===== src/rtl/ex_mem_if.sv =====
`default_nettype none
// +--------------------------------------------------------------------------+
// | Module      : ex_mem_if                                                  |
// | Description : Signal bundle between the ALU/decode side and the EX->MEM |
// |               pipeline stage.                                            |
// |               The master drives the instruction fields (stall, flush,    |
// |               in_*, alu_*, branch_*, mem_*, store_data, rd, reg_write).  |
// |               The slave returns the registered EX/MEM fields (out_*),    |
// |               the PC redirect (redirect_valid, redirect_pc) and the      |
// |               sticky error flag.                                         |
// | Revision    : 1.0  initial release                                       |
// +--------------------------------------------------------------------------+
interface ex_mem_if #(
    parameter int XLEN = 32
);
    // Upstream -> stage
    logic            stall;
    logic            flush;
    logic            in_valid;
    logic [XLEN-1:0] in_pc;
    logic [XLEN-1:0] alu_out;
    logic            alu_zero;
    logic            alu_error;
    logic [2:0]      branch_kind;
    logic            is_jalr;
    logic [XLEN-1:0] branch_target;
    logic [1:0]      mem_op;
    logic [1:0]      mem_size;
    logic [XLEN-1:0] store_data;
    logic [4:0]      rd;
    logic            reg_write;

    // Stage -> downstream / fetch
    logic            out_valid;
    logic [XLEN-1:0] out_result;
    logic [XLEN-1:0] out_addr;
    logic [3:0]      out_byte_en;
    logic [XLEN-1:0] out_wdata;
    logic            out_mem_read;
    logic            out_mem_write;
    logic [4:0]      out_rd;
    logic            out_reg_write;
    logic            redirect_valid;
    logic [XLEN-1:0] redirect_pc;
    logic            error;

    modport master (
        output stall, flush, in_valid, in_pc, alu_out, alu_zero, alu_error,
               branch_kind, is_jalr, branch_target, mem_op, mem_size,
               store_data, rd, reg_write,
        input  out_valid, out_result, out_addr, out_byte_en, out_wdata,
               out_mem_read, out_mem_write, out_rd, out_reg_write,
               redirect_valid, redirect_pc, error
    );

    modport slave (
        input  stall, flush, in_valid, in_pc, alu_out, alu_zero, alu_error,
               branch_kind, is_jalr, branch_target, mem_op, mem_size,
               store_data, rd, reg_write,
        output out_valid, out_result, out_addr, out_byte_en, out_wdata,
               out_mem_read, out_mem_write, out_rd, out_reg_write,
               redirect_valid, redirect_pc, error
    );
endinterface
`default_nettype wire


===== src/rtl/ex_mem_stage.sv =====
`default_nettype none
// +--------------------------------------------------------------------------+
// | Module      : ex_mem_stage                                               |
// | Description : EX->MEM pipeline stage. Resolves branches/jumps from the   |
// |               ALU result, forms word-aligned load/store address, lane    |
// |               enables and lane-shifted store data, registers everything  |
// |               into the EX/MEM register, pulses a PC redirect for taken   |
// |               control flow and drops the wrong-path shadow slots.        |
// | Ports       : clk, reset (sync, active-high)                             |
// |               bus : ex_mem_if.slave (instruction in, EX/MEM out,         |
// |                     redirect_valid/redirect_pc, sticky error)            |
// | Parameters  : SHADOW - input slots dropped after a taken redirect (0..3) |
// |               XLEN   - data/address width, must be 32                    |
// | Revision    : 1.0  initial release                                       |
// +--------------------------------------------------------------------------+
module ex_mem_stage #(
    parameter int SHADOW = 2,
    parameter int XLEN   = 32
) (
    input  wire logic clk,
    input  wire logic reset,
    ex_mem_if.slave   bus
);

    // branch_kind encoding
    localparam logic [2:0] c_BR_NONE = 3'd0;
    localparam logic [2:0] c_BR_EQ   = 3'd1;
    localparam logic [2:0] c_BR_NE   = 3'd2;
    localparam logic [2:0] c_BR_LT   = 3'd3;
    localparam logic [2:0] c_BR_GE   = 3'd4;
    localparam logic [2:0] c_BR_LTU  = 3'd5;
    localparam logic [2:0] c_BR_GEU  = 3'd6;
    localparam logic [2:0] c_BR_JUMP = 3'd7;

    // mem_op / mem_size encoding
    localparam logic [1:0] c_OP_NONE  = 2'd0;
    localparam logic [1:0] c_OP_LOAD  = 2'd1;
    localparam logic [1:0] c_OP_STORE = 2'd2;
    localparam logic [1:0] c_OP_RSVD  = 2'd3;
    localparam logic [1:0] c_SZ_BYTE  = 2'd0;
    localparam logic [1:0] c_SZ_HALF  = 2'd1;
    localparam logic [1:0] c_SZ_WORD  = 2'd2;
    localparam logic [1:0] c_SZ_RSVD  = 2'd3;

    localparam logic [1:0] c_SHADOW_LOAD = 2'(SHADOW);

    // ------------------------------------------------------------------
    // Registers
    // ------------------------------------------------------------------
    logic            r_out_valid;
    logic [XLEN-1:0] r_out_result;
    logic [XLEN-1:0] r_out_addr;
    logic [3:0]      r_out_byte_en;
    logic [XLEN-1:0] r_out_wdata;
    logic            r_out_mem_read;
    logic            r_out_mem_write;
    logic [4:0]      r_out_rd;
    logic            r_out_reg_write;
    logic            r_redirect_valid;
    logic [XLEN-1:0] r_redirect_pc;
    logic            r_error;
    logic [1:0]      r_shadow;

    // ------------------------------------------------------------------
    // Combinational decode of the presented instruction
    // ------------------------------------------------------------------
    logic            w_taken;
    logic [XLEN-1:0] w_target;
    logic            w_is_mem;
    logic            w_misaligned;
    logic            w_mem_err;
    logic            w_bad;
    logic            w_accept;
    logic            w_live;
    logic            w_redirect;
    logic            w_target_err;
    logic [3:0]      w_byte_en;
    logic [XLEN-1:0] w_wdata;
    logic [XLEN-1:0] w_result;
    logic [1:0]      w_lane;

    assign w_lane = bus.alu_out[1:0];

    // The ALU computes SUB for EQ/NE (zero flag) and SLT/SLTU for the
    // ordered compares, so bit 0 of its result is the "less than" answer.
    always_comb begin
        w_taken = 1'b0;
        case (bus.branch_kind)
            c_BR_NONE: w_taken = 1'b0;
            c_BR_EQ:   w_taken = bus.alu_zero;
            c_BR_NE:   w_taken = ~bus.alu_zero;
            c_BR_LT,
            c_BR_LTU:  w_taken = bus.alu_out[0];
            c_BR_GE,
            c_BR_GEU:  w_taken = ~bus.alu_out[0];
            c_BR_JUMP: w_taken = 1'b1;
            default:   w_taken = 1'b0;
        endcase
    end

    // JALR computes its target in the ALU; everything else uses pc+imm.
    assign w_target = (bus.branch_kind == c_BR_JUMP && bus.is_jalr)
                    ? {bus.alu_out[XLEN-1:1], 1'b0}
                    : bus.branch_target;

    assign w_is_mem     = (bus.mem_op == c_OP_LOAD) || (bus.mem_op == c_OP_STORE);
    assign w_misaligned = ((bus.mem_size == c_SZ_HALF) && w_lane[0])
                       || ((bus.mem_size == c_SZ_WORD) && (w_lane != 2'b00));
    assign w_mem_err    = (bus.mem_op == c_OP_RSVD)
                       || ((bus.mem_op != c_OP_NONE) && (bus.mem_size == c_SZ_RSVD))
                       || (w_is_mem && w_misaligned);
    assign w_bad        = w_mem_err | bus.alu_error;

    // Stall and flush are also applied through the priority chain of the
    // register block; folding them in here keeps w_accept self-describing.
    assign w_accept     = bus.in_valid & ~bus.stall & ~bus.flush & (r_shadow == 2'd0);
    assign w_live       = w_accept & ~w_bad;
    assign w_redirect   = w_live & w_taken;
    // A misaligned target is flagged but the redirect still goes out.
    assign w_target_err = w_redirect & (w_target[1:0] != 2'b00);

    always_comb begin
        w_byte_en = 4'b0000;
        if (w_is_mem) begin
            case (bus.mem_size)
                c_SZ_BYTE: w_byte_en = 4'b0001 << w_lane;
                c_SZ_HALF: w_byte_en = 4'b0011 << w_lane;
                c_SZ_WORD: w_byte_en = 4'b1111;
                default:   w_byte_en = 4'b0000;
            endcase
        end
    end

    assign w_wdata  = bus.store_data << {w_lane, 3'b000};
    // Link value wraps naturally modulo 2^XLEN.
    assign w_result = (bus.branch_kind == c_BR_JUMP) ? (bus.in_pc + XLEN'(4))
                                                     : bus.alu_out;

    // ------------------------------------------------------------------
    // EX/MEM register, redirect pulse, shadow counter, sticky error
    // ------------------------------------------------------------------
    always_ff @(posedge clk) begin
        if (reset) begin
            r_out_valid      <= 1'b0;
            r_out_result     <= '0;
            r_out_addr       <= '0;
            r_out_byte_en    <= 4'b0000;
            r_out_wdata      <= '0;
            r_out_mem_read   <= 1'b0;
            r_out_mem_write  <= 1'b0;
            r_out_rd         <= 5'd0;
            r_out_reg_write  <= 1'b0;
            r_redirect_valid <= 1'b0;
            r_redirect_pc    <= '0;
            r_error          <= 1'b0;
            r_shadow         <= 2'd0;
        end else if (bus.flush) begin
            // Trap squash: kill the stage contents but keep the error record.
            r_out_valid      <= 1'b0;
            r_out_byte_en    <= 4'b0000;
            r_out_mem_read   <= 1'b0;
            r_out_mem_write  <= 1'b0;
            r_out_reg_write  <= 1'b0;
            r_redirect_valid <= 1'b0;
            r_shadow         <= 2'd0;
        end else if (!bus.stall) begin
            // Data fields follow the inputs every free cycle; they are
            // don't-care whenever out_valid is low. Control fields are gated.
            r_out_valid      <= w_live;
            r_out_result     <= w_result;
            r_out_addr       <= {bus.alu_out[XLEN-1:2], 2'b00};
            r_out_byte_en    <= w_live ? w_byte_en : 4'b0000;
            r_out_wdata      <= w_wdata;
            r_out_mem_read   <= w_live & (bus.mem_op == c_OP_LOAD);
            r_out_mem_write  <= w_live & (bus.mem_op == c_OP_STORE);
            r_out_rd         <= bus.rd;
            r_out_reg_write  <= w_live & bus.reg_write;
            r_redirect_valid <= w_redirect;
            if (w_redirect) begin
                r_redirect_pc <= w_target;
            end
            r_error <= r_error | (w_accept & w_bad) | w_target_err;

            // Only real (in_valid) slots consume the shadow; bubbles do not.
            if (w_redirect) begin
                r_shadow <= c_SHADOW_LOAD;
            end else if (bus.in_valid && (r_shadow != 2'd0)) begin
                r_shadow <= r_shadow - 2'd1;
            end
        end
    end

    assign bus.out_valid      = r_out_valid;
    assign bus.out_result     = r_out_result;
    assign bus.out_addr       = r_out_addr;
    assign bus.out_byte_en    = r_out_byte_en;
    assign bus.out_wdata      = r_out_wdata;
    assign bus.out_mem_read   = r_out_mem_read;
    assign bus.out_mem_write  = r_out_mem_write;
    assign bus.out_rd         = r_out_rd;
    assign bus.out_reg_write  = r_out_reg_write;
    assign bus.redirect_valid = r_redirect_valid;
    assign bus.redirect_pc    = r_redirect_pc;
    assign bus.error          = r_error;

endmodule
`default_nettype wire


===== src/flat_wrapper.sv =====
// flat-port wrapper written by rule: the top's interface ports become plain ports
module ex_mem_stage_flat 
#(
    parameter int SHADOW = 2,
    parameter int XLEN   = 32
)
  (clk, reset, bus_stall, bus_flush, bus_in_valid, bus_in_pc, bus_alu_out, bus_alu_zero, bus_alu_error, bus_branch_kind, bus_is_jalr, bus_branch_target, bus_mem_op, bus_mem_size, bus_store_data, bus_rd, bus_reg_write, bus_out_valid, bus_out_result, bus_out_addr, bus_out_byte_en, bus_out_wdata, bus_out_mem_read, bus_out_mem_write, bus_out_rd, bus_out_reg_write, bus_redirect_valid, bus_redirect_pc, bus_error);
  ex_mem_if #(.XLEN(XLEN)) bus_i ();
  input  wire logic clk;
  input  wire logic reset;
  input wire logic [$bits(bus_i.stall)-1:0] bus_stall;
  input wire logic [$bits(bus_i.flush)-1:0] bus_flush;
  input wire logic [$bits(bus_i.in_valid)-1:0] bus_in_valid;
  input wire logic [$bits(bus_i.in_pc)-1:0] bus_in_pc;
  input wire logic [$bits(bus_i.alu_out)-1:0] bus_alu_out;
  input wire logic [$bits(bus_i.alu_zero)-1:0] bus_alu_zero;
  input wire logic [$bits(bus_i.alu_error)-1:0] bus_alu_error;
  input wire logic [$bits(bus_i.branch_kind)-1:0] bus_branch_kind;
  input wire logic [$bits(bus_i.is_jalr)-1:0] bus_is_jalr;
  input wire logic [$bits(bus_i.branch_target)-1:0] bus_branch_target;
  input wire logic [$bits(bus_i.mem_op)-1:0] bus_mem_op;
  input wire logic [$bits(bus_i.mem_size)-1:0] bus_mem_size;
  input wire logic [$bits(bus_i.store_data)-1:0] bus_store_data;
  input wire logic [$bits(bus_i.rd)-1:0] bus_rd;
  input wire logic [$bits(bus_i.reg_write)-1:0] bus_reg_write;
  output wire logic [$bits(bus_i.out_valid)-1:0] bus_out_valid;
  output wire logic [$bits(bus_i.out_result)-1:0] bus_out_result;
  output wire logic [$bits(bus_i.out_addr)-1:0] bus_out_addr;
  output wire logic [$bits(bus_i.out_byte_en)-1:0] bus_out_byte_en;
  output wire logic [$bits(bus_i.out_wdata)-1:0] bus_out_wdata;
  output wire logic [$bits(bus_i.out_mem_read)-1:0] bus_out_mem_read;
  output wire logic [$bits(bus_i.out_mem_write)-1:0] bus_out_mem_write;
  output wire logic [$bits(bus_i.out_rd)-1:0] bus_out_rd;
  output wire logic [$bits(bus_i.out_reg_write)-1:0] bus_out_reg_write;
  output wire logic [$bits(bus_i.redirect_valid)-1:0] bus_redirect_valid;
  output wire logic [$bits(bus_i.redirect_pc)-1:0] bus_redirect_pc;
  output wire logic [$bits(bus_i.error)-1:0] bus_error;
  assign bus_i.stall = bus_stall;
  assign bus_i.flush = bus_flush;
  assign bus_i.in_valid = bus_in_valid;
  assign bus_i.in_pc = bus_in_pc;
  assign bus_i.alu_out = bus_alu_out;
  assign bus_i.alu_zero = bus_alu_zero;
  assign bus_i.alu_error = bus_alu_error;
  assign bus_i.branch_kind = bus_branch_kind;
  assign bus_i.is_jalr = bus_is_jalr;
  assign bus_i.branch_target = bus_branch_target;
  assign bus_i.mem_op = bus_mem_op;
  assign bus_i.mem_size = bus_mem_size;
  assign bus_i.store_data = bus_store_data;
  assign bus_i.rd = bus_rd;
  assign bus_i.reg_write = bus_reg_write;
  assign bus_out_valid = bus_i.out_valid;
  assign bus_out_result = bus_i.out_result;
  assign bus_out_addr = bus_i.out_addr;
  assign bus_out_byte_en = bus_i.out_byte_en;
  assign bus_out_wdata = bus_i.out_wdata;
  assign bus_out_mem_read = bus_i.out_mem_read;
  assign bus_out_mem_write = bus_i.out_mem_write;
  assign bus_out_rd = bus_i.out_rd;
  assign bus_out_reg_write = bus_i.out_reg_write;
  assign bus_redirect_valid = bus_i.redirect_valid;
  assign bus_redirect_pc = bus_i.redirect_pc;
  assign bus_error = bus_i.error;
  ex_mem_stage #(.SHADOW(SHADOW), .XLEN(XLEN)) u_core (.clk(clk), .reset(reset), .bus(bus_i));
endmodule

===== config.mk =====
export PLATFORM = sky130hd
export DESIGN_NAME = ex_mem_stage_flat
export DESIGN_NICKNAME = d
export VERILOG_FILES = /design/src/rtl/ex_mem_if.sv /design/src/rtl/ex_mem_stage.sv /design/src/flat_wrapper.sv
export SDC_FILE = /design/constraint.sdc
export NUM_CORES = 1
export LEC_CHECK = 0
export ABC_AREA = 1
export BUFFER_PORTS_ARGS = -buffer_cell sky130_fd_sc_hd__buf_2
export CAP_MARGIN = 20
export CORE_MARGIN = 2
export CORE_UTILIZATION = 45
export CTS_CLUSTER_SIZE = 20
export DETAILED_ROUTE_END_ITERATION = 16
export GPL_TIMING_DRIVEN = 0
export HOLD_SLACK_MARGIN = 0.08
export MAX_ROUTING_LAYER = met4
export PLACE_DENSITY_LB_ADDON = 0.3
export SETUP_SLACK_MARGIN = 0.3
export SLEW_MARGIN = 5
export SYNTH_ARGS = -nofsm -noshare
export SYNTH_HDL_FRONTEND = slang
export SYNTH_SLANG_ARGS = --single-unit

===== constraint.sdc =====
create_clock -name clk -period 3.66 [get_ports clk]
set_input_delay 0.366 -clock clk [delete_from_list [all_inputs] [get_ports clk]]
set_output_delay 0.366 -clock clk [all_outputs]
set_load 0.02 [all_outputs]

==> results of run 1 <==
## area by class of cell
type | instances | share of cell area
antenna | 4 | 0.00106
sequential | 143 | 0.302
tap | 216 | 0.0285
clock inverter | 14 | 0.0169
multi-input combinational | 770 | 0.382
timing repair buffer | 287 | 0.152
buffer | 63 | 0.0326
clock buffer | 18 | 0.0453
inverter | 100 | 0.0399
## per-layer routing
metal	routed length, um	vias up
met1	10900	3796
li1	-	4097
met5	0	-
met4	988	0
met2	12000	391
met3	2350	68
## state kept, by name, summed over array words and instances (netlist names)
name,cells
u_core.bus.redirect_pc,32
u_core.r_shadow,2
u_core.bus.out_reg_write,1
u_core.bus.out_mem_read,1
u_core.bus.out_valid,1
u_core.bus.out_result,32
u_core.bus.redirect_valid,1
u_core.bus.out_rd,5
u_core.bus.out_mem_write,1
u_core.bus.error,1
u_core.bus.out_byte_en,4
u_core.bus.out_addr,30
u_core.bus.out_wdata,32
## metrics by stage
step	hold WS, ns	setup WS, ns	power (mW)
6_report	0.188	1.91	4.03
5_1_grt	0.204	1.74	4.18
4_1_cts	0.179	1.91	4.04
3_5_place_dp	0.452	1.74	2.30
3_3_place_gp	0.449	1.76	2.30
2_1_floorplan	0.447	2.04	2.03
## placed cells by master (no fill, tap or decap), types with 3 or more instances in the layout
cell type,n
xor2_1,4
inv_1,96
buf_2,297
o21ai_1,27
buf_1,3
dfxtp_1,143
inv_2,3
clkbuf_1,42
clkbuf_16,17
inv_6,3
buf_6,7
ha_1,6
clkinvlp_4,3
or2_2,3
o21ai_0,115
nand4_1,6
nor2_1,138
nand2_1,263
nand3_1,30
o211ai_1,11
a31oi_1,8
nor2_2,24
a22oi_1,3
xnor2_1,4
o311ai_1,8
clkinv_4,4
diode_2,4
a21oi_1,101
## worst max-delay path: stages, from the launching register on
cell and delay [ns]:
dfxtp_1 0.31, inv_1 0.07, ha_1 0.17, inv_1 0.05, nor3_2 0.25, nand3_4 0.16, nor2_8 0.23, inv_4 0.09
buf_6 0.15, nor2_1 0.11, nor2_1 0.06
## where the power goes
group	internal, mW	leakage [nW]	total, mW	switching, mW
Sequential	1.62	1.17	1.66	0.0341
Combinational	0.209	3.28	0.621	0.411
Clock	1.02	0.279	1.75	0.737
## cell families after synthesis
| family | after synthesis | synth area share |
|---|---|---|
| and+or+nand+nor | 472 | 0.273 |
| buffers and inverters | 163 | 0.0959 |
| adders and majority gates | 6 | 0.0105 |
| xor gates and xnor gates | 8 | 0.00978 |
| AOI/OAI and AO/OA | 282 | 0.211 |
| other | 1 | 0.000523 |
| DFF | 143 | 0.400 |
## worst min-delay path by stage
| stage | slack (ns) | end | startpoint | cells past startpoint |
|---|---|---|---|---|
| after floorplan | 0.45 | u_core.r_shadow[0] | u_core.r_shadow[0] | 2 |
| after global routing | 0.20 | u_core.bus.out_result[1] | bus_in_pc[1] | 3 |
| after detailed placement | 0.45 | u_core.bus.out_result[6] | u_core.bus.out_result[6] | 2 |
| after CTS | 0.18 | u_core.bus.out_reg_write | bus_reg_write | 3 |
| final | 0.19 | u_core.bus.out_rd[0] | bus_rd[0] | 3 |
| after global placement | 0.45 | u_core.bus.out_result[19] | u_core.bus.out_result[19] | 2 |
==> metrics.md, run 1 <==
| Metric | Value |
|---|---|
| Yosys cell types | 41 |
| Ys Warns | 0 |
| Placed inst area | 8880 um^2 |
| Router iterations before antenna repair | 5 |
| Met3 Use GR | 0.0734 |
| Fillers | 1534 |
| Synth Cell Area | 7170 um^2 |
| Fin crit share | 0.478 |
| CP startpoint kind | flop |
| Total length of routed wires | 26300 um |
| Clk sink count | 143 |
| Clock latency on the worst-skew pair | 0.43 ns |
| Primary FF master, synth | dfxtp_1 |
| Max VDD drop | 319 uV |
| Core Util, Final | 0.603 |
| Die width | 130 um |
| Vias in the first global route | 7602 |
| Initial Utilization | 0.456 |
| Cell taking the most area after synthesis | dfxtp_1 |
| Final setup vio count | 0 |
| Routed wire length per instance | 16.3 um |
| Root buffer selected by CTS | clkbuf_16 |
| R2R cell count | 10 |
| Clk slew on worst S/H paths | 0.07 ns |
| CTS tree | done |
| Top Usage Layer GRT | met2 |
| Met1 Usage GRT | 0.380 |
| Asr flop ratio synth | 0 |
| Gate Count Post-Synth | 1075 |
| Drt drc | 0 |
| Share of layout cells above drive strength 1 | 0.271 |
| Die H | 130 um |
| Reg2reg end | u_core.bus.redirect_pc[17] |
| RSZ-0062 raised after global routing | no |
| Row count | 46 |
| Initial antenna violation count | 3 |
| Pwr/cell area | 426 nW/um^2 |
| Port buffer count | 287 |
| Max_cap viols | 0 |
| Top Ports | 292 |
| Minimum clock period | 1.75 ns |
| Sequential fraction of the synthesis area | 0.400 |
| Final hold vios | 0 |
| Crit-path max FO | 10 |
| R2R setup slack | 1.91 ns |
| Design Area, Final | 9480 um^2 |
| Pleak | 4.73 nW |
| CORE AREA | 15700 um^2 |
| Post-synth EDFFs | 0 |
| Total gr overflow | 0 |
| GPL Wtd Cong | 0.941 |
| Nets@finish | 1537 |
| Critical setup path kind | flop to flop |
| Post-synth top area share | 0.400 |
| First-pass GRT wire length | 39000 um |
| Fin Clk Skew | 0.00552 ns |
| Placed Cells | 1579 |
| Longest Clk Path Bufs | 2 |
| CP Capture Point | u_core.bus.redirect_pc[17] |
| Outcome | finished clean |
| Synthesized area per cell | 6.67 um^2 |
| CP Data Required Time | 3.98 ns |
| Post-synth top cells | 263 x nand2_1, 143 x dfxtp_1, 138 x nor2_1 |
| Critical Path AT | 2.07 ns |
| Area delta synth->final | 32.2% |
| Post-CTS Hold Buffers | 0 |
| Grt met2 use | 0.484 |
| 1st-iter DRT viols | 531 |
| Min-Delay Path Class | input pin to flop |
| Worst slew pin tran | 0.622 ns |
| Multi-input logic area | 3620 um^2 |
| Final ANT Viol Nets | 0 |
| Post-DP HPWL | 20600 um |
| Die area | 16900 um^2 |
| FF/Latch Area | 2860 um^2 |
| CTS H-tree lvls | 4 |
| Non-Filler Instances | 1615 |
| Fmax | 572 MHz |
| FF-to-FF Start | u_core.r_shadow[0] |
| Setup TNS | 0 ns |
| Setup Fix Bufs, Post-CTS | 0 |
| Slew HR | 0.585 |
| CTS buffer count | 17 |
| Largest net degree at the start of global routing | 17 |
| Fin. max-slew vios | 0 |
| Via count | 8352 |
| Count leader, synth | nand2_1 |
| Top post-synthesis cells by area | dfxtp_1 40%, nand2_1 14%, o21ai_0 8.0% |
| Critical Path Source | u_core.r_shadow[0] |
| Post-CTS resize count | 0 |
| Crit end category | flop |
| Via/cell ratio | 5.17 |
| #FFs+latches synth | 143 |
| Tot GR Track Use | 0.310 |
Note: power is estimated with default switching activity, not from simulation.
==> inputs of run 2 (changes only) <==
--- a/config.mk
+++ b/config.mk
@@ -5,7 +5,7 @@
 export SDC_FILE = /design/constraint.sdc
 export NUM_CORES = 1
 export LEC_CHECK = 0
-export ABC_AREA = 1
+export ABC_AREA = 0
 export BUFFER_PORTS_ARGS = -buffer_cell sky130_fd_sc_hd__buf_2
 export CAP_MARGIN = 20
 export CORE_MARGIN = 2
==> constraint.sdc (replaced) <==
create_clock -name clk -period 1.62 [get_ports clk]
set_input_delay 0.162 -clock clk [delete_from_list [all_inputs] [get_ports clk]]
set_output_delay 0.162 -clock clk [all_outputs]
set_load 0.02 [all_outputs]
==> run 2 against run 1 <==
  * The flow now finishes with violations (negative setup slack)
  * Sequential power up 120%
  * Combinational power rose to 2.7 times the previous value
  * Global-route usage up 2.9 points
  * Flip-flop and latch count unchanged
  * Utilization up 9.3 points
  * Sequential share of layout area down 3.1 points
  * Clock skew about the same
  * Synthesized cell count down 23%
  * Maximum frequency down 6.2%
  * Power up 140%
  * Register-to-register slack worse by 2.2 ns
  * Clock-buffer cell count up 3
==> metrics.md, run 2 <==
| Metric | Value |
|---|---|
| Failing checks | negative setup slack |
| Pleak | 4.60 nW (-2.7%) |
| Routed wire length per instance | 20.1 um (+24%) |
| Final hold vios | 0 (unchanged) |
| Post-synth top cells | 152 x nand2_1, 143 x dfxtp_1, 92 x a21oi_1 |
| Initial antenna violation count | 0 (-3) |
| First-pass GRT wire length | 42200 um (+8.1%) |
| Critical setup path kind | flop to flop |
| Total length of routed wires | 28900 um (+10%) |
| Drt drc | 0 (unchanged) |
| CP startpoint kind | flop |
| Synth Cell Area | 7010 um^2 (-2.2%) |
| Fin. max-slew vios | 0 (unchanged) |
| Sequential fraction of the synthesis area | 0.408 (+0.00899) |
| GPL Wtd Cong | 0.953 (+1.3%) |
| Final setup vio count | 43 (+43) |
| Fin crit share | 1.15 (+0.674) |
| Clk sink count | 143 (unchanged) |
| CTS H-tree lvls | 4 (unchanged) |
| Via/cell ratio | 5.73 (+11%) |
| Post-DP HPWL | 20200 um (-1.7%) |
| Critical Path AT | 2.19 ns (+0.12 ns) |
| Switching power share of the total | 0.273 (-0.0198) |
| Worst Hold Depth | 4 (+1) |
| Die H | 129 um (-1.1%) |
| Tot GR Track Use | 0.339 (+0.0292) |
| 1st-iter DRT viols | 678 (+28%) |
| Min-Delay Path Class | input pin to flop |
| RSZ-0062 raised after global routing | yes |
| Max VDD drop | 732 uV (+130%) |
| Die width | 129 um (-1.1%) |
| Switching power | 2.64 mW (+120%) |
| Largest net degree at the start of global routing | 17 (unchanged) |
| Clk pwr share | 0.438 (+0.003) |
| CTS buffer count | 17 (unchanged) |
| Vias in the first global route | 7708 (+1.4%) |
| Pre-CTS WS | -0.675 ns (-2.42 ns) |
| Root buffer selected by CTS | clkbuf_16 |
| Slowest CP cell | dfxtp_2 |
| Crit-path max FO | 10 (unchanged) |
| Total gr overflow | 0 (unchanged) |
| R2R cell count | 9 (-1) |
| Sequential share of power | 0.386 (-0.025) |
| Fin Clk Skew | 0.00540 ns (-0.000117 ns) |
| Clk slew on worst S/H paths | 0.06 ns (about the same) |
| Core Util, Final | 0.696 (+0.0925) |
| Clock latency on the worst-skew pair | 0.43 ns (about the same) |
| CORE AREA | 15200 um^2 (-3.2%) |
| Worst slew pin tran | 0.756 ns (+0.134 ns) |
| Most common cell after layout, fill and taps aside | buf_2 |
| Outcome | finished, violations left |
| Crit end category | flop |
| Final ANT Viol Nets | 0 (unchanged) |
| Gate Count Post-Synth | 832 (-23%) |
| #FFs+latches synth | 143 (unchanged) |
| CTS tree | done |
| Initial Utilization | 0.461 (+0.00494) |
| Fmax | 536 MHz (-6.2%) |
| Count leader, synth | nand2_1 |
| Top post-synthesis cells by area | dfxtp_1 41%, nand2_1 8.1%, a21oi_1 6.6% |
| Share of layout cells above drive strength 1 | 0.376 (+0.105) |
| Port buffer count | 287 (unchanged) |
| Via count | 8236 (-1.4%) |
| CP Data Required Time | 1.95 ns (-2.03 ns) |
| Yosys cell types | 59 (+44%) |
| Cell taking the most area after synthesis | dfxtp_1 |
| Slew HR | 0.496 (-0.0893) |
| Max_cap viols | 0 (unchanged) |
| Minimum clock period | 1.87 ns (+0.116 ns) |
| Cell Int Power | 7.01 mW (+150%) |
| Area delta synth->final | 50.9% |
| Setup ws final | -0.246 ns (-2.16 ns) |
| Asr flop ratio synth | 0 (unchanged) |
| Synthesized area per cell | 8.42 um^2 (+26%) |
| Crit path cell chain | inv_2 > ha_4 > and4bb_2 > o21ai_2 > nor4_4 > buf_4 > clkbuf_4 > a21oi_1 > a311oi_2 |
| Top Ports | 292 (unchanged) |
| Post-synth EDFFs | 0 (unchanged) |
| Pwr/cell area | 913 nW/um^2 (+110%) |
| Router iterations before antenna repair | 5 (unchanged) |
| Most frequent cells in the layout | 294 x buf_2, 151 x nand2_1, 141 x dfxtp_1 |
| Combinational Power Share | 0.176 (+0.022) |
| Longest Clk Path Bufs | 2 (unchanged) |
| Ys Warns | 0 (unchanged) |
| Largest stage delay on the critical path | 0.33 ns (+0.02 ns) |
| Row count | 45 (-2.2%) |
| Primary FF master, synth | dfxtp_1 |
| Nets@finish | 1391 (-9.5%) |
| Post-synth top area share | 0.408 (+0.00899) |
| Die area | 16600 um^2 (-2.1%) |
| Tot Pwr | 9.65 mW (+140%) |
==> run 2: metal layers <==
metal,wire length (um),global-route usage,vias up
met1,11700,0.422,3851
met3,2530,0.0744,95
met2,13600,0.533,479
met5,0,-,-
met4,1130,0.145,0
li1,-,-,3811
==> run 2: kinds of logic after synthesis <==
logic type	share of synthesized area
muxes	0.0386
buffers and inverters	0.0518
xor gates and xnor gates	0.0362
adders and majority gates	0.0107
and+or+nand+nor	0.215
AOI/OAI and AO/OA	0.239
other	0.000535
DFF	0.408
==> run 2: path summary, 6_finish.rpt <==
check                          from                    endpoint  slack (ns)
max reg2reg      u_core.r_shadow[0]  u_core.bus.redirect_pc[17]       -0.25
min                   bus_in_pc[14]   u_core.bus.out_result[14]         0.1
min reg2reg  u_core.bus.out_addr[9]      u_core.bus.out_addr[9]        0.45
max              u_core.r_shadow[0]  u_core.bus.redirect_pc[17]       -0.25
==> run 2: per-stage QoR <==
stage	hold slack, ns	instance area (um^2)	setup TNS [ns]	std cells
floorplan	0.298	7060	-1.40	833
global placement	0.399	8730	-56.67	1308
detailed placement	0.408	8730	-58.64	1308
CTS	0.0811	10400	-11.24	1431
global route	0.0989	10600	-10.52	1436
finish	0.0988	10600	-7.63	1437
==> run 2: repair_timing <==
item	CTS	global route
pin swaps	11	24
gates resized for setup	53	30
hold buffers	81	0
buffers inserted	10	3
cloned	1	2
endpoints found under the setup margin	141	120
hold endpoints to repair	80	0
==> run 2: critical path, delay by kind of cell, from the launching register on <==
kind / cells / cell delay [ns]
AO/OA/AOI/OAI: 3 / 0.48
buffers and inverters: 3 / 0.43
AND/OR/NAND/NOR: 2 / 0.41
flip-flops: 1 / 0.33
adder cells (fa/ha/maj): 1 / 0.12
==> run 2: cell type report <==
class	instances	area, um^2
Antenna cell	1	2.50
Buffer	74	437
Clock buffer	21	470
Clock inverter	10	160
Fill cell	1206	4630
Inverter	8	30.0
Multi-Input combinational cell	608	3940
Sequential cell	143	2870
Tap cell	188	235
Timing Repair Buffer	384	2440
==> run 2: power groups by stage <==
| stage | combinational (mW) | clock (mW) | sequential, mW |
|---|---|---|---|
| finish | 1.70 | 4.23 | 3.73 |
| CTS | 1.63 | 4.24 | 3.72 |
| detailed placement | 1.44 | 0 | 3.80 |
| floorplan | 0.632 | 0 | 3.97 |
| global placement | 1.43 | 0 | 3.79 |
| global route | 1.81 | 4.40 | 3.74 |
